## config.mk

```make
export PLATFORM = sky130hd
export DESIGN_NAME = load_align_unit_flat
export DESIGN_NICKNAME = d
export VERILOG_FILES = /design/src/rtl/load_align_unit_if.sv /design/src/rtl/load_align_unit.sv /design/src/flat_wrapper.sv
export SDC_FILE = /design/constraint.sdc
export NUM_CORES = 1
export LEC_CHECK = 0
export ABC_CLOCK_PERIOD_IN_PS = 3300
export CAP_MARGIN = 5
export CORE_ASPECT_RATIO = 0.9
export CORE_MARGIN = 1
export CORE_UTILIZATION = 50
export CTS_BUF_LIST = sky130_fd_sc_hd__clkbuf_8
export DETAILED_ROUTE_END_ITERATION = 10
export GPL_ROUTABILITY_DRIVEN = 1
export PLACE_DENSITY_LB_ADDON = 0.12
export SYNTH_ARGS = -nofsm -noshare
export SYNTH_HDL_FRONTEND = slang
export SYNTH_SLANG_ARGS = --single-unit
```

## constraint.sdc

```tcl
create_clock -name clk -period 3.3 [get_ports clk]
set_clock_uncertainty 0.1 [all_clocks]
set_input_delay 0.495 -clock clk [delete_from_list [all_inputs] [get_ports clk]]
set_output_delay 0.495 -clock clk [all_outputs]
set_load 0.05 [all_outputs]
```

## src/rtl/load_align_unit_if.sv

```systemverilog
// Load request / DM / response bundle for load_align_unit.
interface load_align_unit_if;
  logic        req_valid;
  logic        req_ready;
  logic [31:0] req_addr;
  logic [2:0]  req_type;
  logic        dm_rd_en;
  logic [31:0] dm_addr;
  logic [31:0] dm_rdata;
  logic        resp_valid;
  logic        resp_ready;
  logic [31:0] resp_data;
  logic        resp_exc;
  logic [4:0]  resp_exc_code;

  modport slave (
    input  req_valid, req_addr, req_type, dm_rdata, resp_ready,
    output req_ready, dm_rd_en, dm_addr, resp_valid, resp_data, resp_exc, resp_exc_code
  );

  modport master (
    output req_valid, req_addr, req_type, dm_rdata, resp_ready,
    input  req_ready, dm_rd_en, dm_addr, resp_valid, resp_data, resp_exc, resp_exc_code
  );
endinterface

```

## src/rtl/load_align_unit.sv

```systemverilog
// Load alignment unit: one in-flight stage feeding a 3-entry in-order result FIFO.
// Misalignment exceptions are enabled by defining LOAD_ADDR_EXC_EN.
module load_align_unit (
  input  logic              clk,
  input  logic              reset,
  load_align_unit_if.slave  bus
);

  typedef enum logic [2:0] {
    LT_LW  = 3'b000,
    LT_LH  = 3'b001,
    LT_LHU = 3'b010,
    LT_LB  = 3'b011,
    LT_LBU = 3'b100
  } load_t;

  load_t       w_type;
  logic        w_misaligned;
  logic        w_accept;
  logic        w_push;
  logic        w_pop;
  logic [2:0]  w_pending;
  logic [15:0] w_half;
  logic [7:0]  w_byte;
  logic [31:0] w_push_data;

  logic        r_if_valid;
  logic [1:0]  r_if_off;
  load_t       r_if_type;
  logic        r_if_exc;

  logic [31:0] r_fifo_data [0:2];
  logic        r_fifo_exc  [0:2];
  logic [1:0]  r_wr_ptr;
  logic [1:0]  r_rd_ptr;
  logic [1:0]  r_count;

  function automatic logic [1:0] f_inc(input logic [1:0] p);
    return (p == 2'd2) ? 2'd0 : p + 2'd1;
  endfunction

  always_comb begin
    case (bus.req_type)
      3'b001:  w_type = LT_LH;
      3'b010:  w_type = LT_LHU;
      3'b011:  w_type = LT_LB;
      3'b100:  w_type = LT_LBU;
      default: w_type = LT_LW;
    endcase
  end

`ifdef LOAD_ADDR_EXC_EN
  assign w_misaligned = ((w_type == LT_LW) && (bus.req_addr[1:0] != 2'b00)) ||
                        (((w_type == LT_LH) || (w_type == LT_LHU)) && bus.req_addr[0]);
`else
  assign w_misaligned = 1'b0;
`endif

  // Ready depends on registered occupancy only, never on resp_ready.
  assign w_pending     = {1'b0, r_count} + {2'b00, r_if_valid};
  assign bus.req_ready = (w_pending < 3'd3);
  assign w_accept      = bus.req_valid && bus.req_ready;
  assign bus.dm_rd_en  = w_accept && !w_misaligned;
  assign bus.dm_addr   = {bus.req_addr[31:2], 2'b00};

  always_ff @(posedge clk or posedge reset) begin
    if (reset) begin
      r_if_valid <= 1'b0;
      r_if_off   <= 2'b00;
      r_if_type  <= LT_LW;
      r_if_exc   <= 1'b0;
    end else begin
      r_if_valid <= w_accept;
      if (w_accept) begin
        r_if_off  <= bus.req_addr[1:0];
        r_if_type <= w_type;
        r_if_exc  <= w_misaligned;
      end
    end
  end

  assign w_half = r_if_off[1] ? bus.dm_rdata[31:16] : bus.dm_rdata[15:0];

  always_comb begin
    case (r_if_off)
      2'b00:   w_byte = bus.dm_rdata[7:0];
      2'b01:   w_byte = bus.dm_rdata[15:8];
      2'b10:   w_byte = bus.dm_rdata[23:16];
      default: w_byte = bus.dm_rdata[31:24];
    endcase
  end

  always_comb begin
    w_push_data = bus.dm_rdata;
    case (r_if_type)
      LT_LH:   w_push_data = {{16{w_half[15]}}, w_half};
      LT_LHU:  w_push_data = {16'h0000, w_half};
      LT_LB:   w_push_data = {{24{w_byte[7]}}, w_byte};
      LT_LBU:  w_push_data = {24'h000000, w_byte};
      default: w_push_data = bus.dm_rdata;
    endcase
    if (r_if_exc) w_push_data = '0;
  end

  assign w_push = r_if_valid;
  assign w_pop  = bus.resp_valid && bus.resp_ready;

  always_ff @(posedge clk) begin
    if (w_push) begin
      r_fifo_data[r_wr_ptr] <= w_push_data;
      r_fifo_exc[r_wr_ptr]  <= r_if_exc;
    end
  end

  always_ff @(posedge clk or posedge reset) begin
    if (reset) begin
      r_wr_ptr <= 2'd0;
      r_rd_ptr <= 2'd0;
      r_count  <= 2'd0;
    end else begin
      if (w_push) r_wr_ptr <= f_inc(r_wr_ptr);
      if (w_pop)  r_rd_ptr <= f_inc(r_rd_ptr);
      case ({w_push, w_pop})
        2'b10:   r_count <= r_count + 2'd1;
        2'b01:   r_count <= r_count - 2'd1;
        default: r_count <= r_count;
      endcase
    end
  end

  assign bus.resp_valid    = (r_count != 2'd0);
  assign bus.resp_data     = bus.resp_valid ? r_fifo_data[r_rd_ptr] : '0;
  assign bus.resp_exc      = bus.resp_valid && r_fifo_exc[r_rd_ptr];
  assign bus.resp_exc_code = bus.resp_exc ? 5'd4 : 5'd0;

endmodule

```

## src/flat_wrapper.sv

```systemverilog
// flat-port wrapper written by rule: the top's interface ports become plain ports
module load_align_unit_flat 
  (clk, reset, bus_req_valid, bus_req_addr, bus_req_type, bus_dm_rdata, bus_resp_ready, bus_req_ready, bus_dm_rd_en, bus_dm_addr, bus_resp_valid, bus_resp_data, bus_resp_exc, bus_resp_exc_code);
  load_align_unit_if bus_i ();
  input  logic clk;
  input  logic reset;
  input wire logic [$bits(bus_i.req_valid)-1:0] bus_req_valid;
  input wire logic [$bits(bus_i.req_addr)-1:0] bus_req_addr;
  input wire logic [$bits(bus_i.req_type)-1:0] bus_req_type;
  input wire logic [$bits(bus_i.dm_rdata)-1:0] bus_dm_rdata;
  input wire logic [$bits(bus_i.resp_ready)-1:0] bus_resp_ready;
  output wire logic [$bits(bus_i.req_ready)-1:0] bus_req_ready;
  output wire logic [$bits(bus_i.dm_rd_en)-1:0] bus_dm_rd_en;
  output wire logic [$bits(bus_i.dm_addr)-1:0] bus_dm_addr;
  output wire logic [$bits(bus_i.resp_valid)-1:0] bus_resp_valid;
  output wire logic [$bits(bus_i.resp_data)-1:0] bus_resp_data;
  output wire logic [$bits(bus_i.resp_exc)-1:0] bus_resp_exc;
  output wire logic [$bits(bus_i.resp_exc_code)-1:0] bus_resp_exc_code;
  assign bus_i.req_valid = bus_req_valid;
  assign bus_i.req_addr = bus_req_addr;
  assign bus_i.req_type = bus_req_type;
  assign bus_i.dm_rdata = bus_dm_rdata;
  assign bus_i.resp_ready = bus_resp_ready;
  assign bus_req_ready = bus_i.req_ready;
  assign bus_dm_rd_en = bus_i.dm_rd_en;
  assign bus_dm_addr = bus_i.dm_addr;
  assign bus_resp_valid = bus_i.resp_valid;
  assign bus_resp_data = bus_i.resp_data;
  assign bus_resp_exc = bus_i.resp_exc;
  assign bus_resp_exc_code = bus_i.resp_exc_code;
  load_align_unit u_core (.clk(clk), .reset(reset), .bus(bus_i));
endmodule
```

==> out/qor.txt <==
FP Rows - 36
setup ws final - 0.324 ns
Crit-path slowest cell - clkdlybuf4s50_1
clock sink count - 108
Die Area - 0.0119 mm^2
period utilisation layout - 0.902
Yosys warning total - 0
top cells by area, synth - edfxtp_1 (50%), mux2_2 (7.2%), mux2i_1 (5.9%)
routability congestion estimate from global placement - 0.861
synthesized cell area - 0.00575 mm^2
Seq/Total Area, Yosys - 0.554
Critical Path Max Stage Delay - 0.84 ns
clock slew at reported path FFs - 0.10 ns
Port Buffers - 75
Final Hold Vio Count - 0
clock buffer depth - 2
CTS root buffer - clkbuf_8
WS Path Type - flip-flop to primary output
total congestion overflow - 0
area grow syn2layout - 12.0%
Crit path max-delay family - buffers and inverters
Non-Filler Instances - 635
pre-CTS WS - 0.442 ns
CP cell instances - ha_1, ha_1, a21oi_1, clkdlybuf4s50_1
largest net degree at the start of global routing - 33
depth of the CTS H-tree - 3
register bit count reported by yosys - 108
run status - finished, final reports clean
Die Ht - 104 um
Ports - 144
Setup-failing EPs final - 0
synth cell count leaders - edfxtp_1 (96), nor2_1 (45), buf_4 (39)
dpl cell area - 0.00627 mm^2
DRC violations left - 0
CTS Buf Count - 9
Worst EP required - 2.70 ns
drt first-iter violations - 284
drt wl/cell - 20.0 um
hpwl dp - 8690 um
endpoint class of the critical path - primary output
count leader, synth - edfxtp_1
maximum clock frequency - 336 MHz
GR Util All Layers - 0.221
die width - 115 um
ys async rst share - 0.111
power per cell area - 1150 mW/mm^2
CP max FO - 5
number of fill cells - 942
placed cells - 619
Layout Nets - 552
ys flop type - edfxtp_1
WL final - 12700 um
Vias - 3634
antenna-violating nets left - 0
Worst-Margin Slew - 0.966 ns
Critical path buffers and inverters - 1
startpoint types - flip-flop
HP Class - input port to asynchronous set/reset pin
layout cells sized above 1 - 0.226
Tmin final - 2.98 ns
Netlist cell types - 40
RSZ-0062 raised after global routing - no
Peak VDD IR - 980 uV
first-pass GRT wire length - 19700 um
area leader, netlist - edfxtp_1
core area - 0.0110 mm^2
n_diodes - 0
cell repeated most along the worst path - ha_1
initial antenna violation count - 0
CTS tree - yes
Via-to-Cell Ratio - 5.72
# Max-Cap Violations - 0
Initial Util - 0.523
post-route setup TNS - 0 ns
Syn Area/Cell - 13.0 um^2
proportion of netlist area held by the largest area contributor - 0.501
drt first pass iters - 5
Mapped Cells - 441
Clock Latency Late Sink - 0.36 ns
Post-synth EDFFs - 96
Hold-fix buffers, CTS - 0
Critical Path AT - 2.38 ns
fin area - 0.00644 mm^2
Leak Pwr - 2.33 nW
Pins Over Slew Limit - 0
Worst slew margin - 0.356
vias in the first global route - 3629
==> per-layer routing <==
layer / up-vias / wire (um) / global-route usage
met3: 49 / 824 / 0.0439
met1: 1794 / 5470 / 0.292
met4: 0 / 336 / 0.0724
li1: 1650 / - / -
met5: - / 0 / 0
met2: 141 / 6090 / 0.364
==> where the power goes <==
group,total (mW),internal [mW],switching [mW]
Clock,0.701,0.270,0.431
Sequential,2.47,2.21,0.255
Combinational,4.21,1.49,2.73
==> flip-flops by register name, summed over array words and instances, names as in the netlist <==
signal / count
u_core.r_if_valid: 1
u_core.r_wr_ptr: 2
u_core.r_if_type: 3
u_core.r_count: 2
u_core.r_if_off: 2
u_core.r_rd_ptr: 2
u_core.r_fifo_data: 96
==> final timing paths <==
path,startpoint,end,slack [ns],cells after the start
worst max-delay path,u_core.r_count[0],bus_req_ready,0.32,4
worst min-delay path,reset,u_core.r_if_type[1],0.34,2
worst max register to register,u_core.r_if_type[2],u_core.r_fifo_data[1][9],0.90,3
worst min register to register,u_core.r_wr_ptr[1],u_core.r_wr_ptr[1],0.40,1
max in group asynchronous,reset,u_core.r_rd_ptr[1],2.42,2
min in group clk,u_core.r_wr_ptr[1],u_core.r_wr_ptr[1],0.40,1
==> through the flow <==
stage               power, mW  utilization  hold slack, ns
CTS                      7.42        0.586           0.348
finish                   7.38        0.586           0.342
global route             7.77        0.586           0.392
detailed placement       6.72        0.571           0.381
global placement         6.64        0.571           0.381
floorplan                5.70            -           0.260
==> cell type report <==
cell class                      count  area, um^2  area share
Inverter                            7        26.3     0.00408
Tap cell                          152         190      0.0295
Clock inverter                      7        41.3     0.00641
Clock buffer                        9         124      0.0192
Multi-Input combinational cell    269        2120       0.329
Sequential cell                   108        3180       0.494
Timing Repair Buffer               83         758       0.118
==> worst register-to-register path, stage by stage, from the launching register on <==
cell and delay, ns:
dfrtp_1 0.99, or2b_4 0.45, a21oi_1 0.13, o31ai_1 0.48
==> placed cells by master, fill, tap and decap left out, types with 8 or more instances in the layout <==
master	Yosys	final
a21oi_1	17	17
buf_4	39	38
clkbuf_8	0	9
clkdlybuf4s50_1	0	42
conb_1	1	8
dfrtp_1	12	11
edfxtp_1	96	96
mux2_2	37	37
mux2i_1	34	34
mux4_2	8	8
nand2b_1	26	26
nor2_1	45	42
nor2b_1	19	19
o21ai_0	14	14
o2bb2ai_1	16	16
o31ai_1	8	8
==> cells by family after synthesis <==
family	count (synthesis)	share of synthesized area
adders and majority gates	3	0.00653
xor gates and xnor gates	4	0.00936
DFF	108	0.554
other	1	0.000652
and+or+nand+nor	103	0.0938
AOI/OAI and AO/OA	71	0.0864
muxes	80	0.166
buffers and inverters	71	0.0840
==> what timing repair did <==
item	4_1_cts	5_1_grt
gates resized for setup	0	1
endpoints found under the setup margin	0	1
buffers inserted	0	0
(Power assumes the default switching activity.)
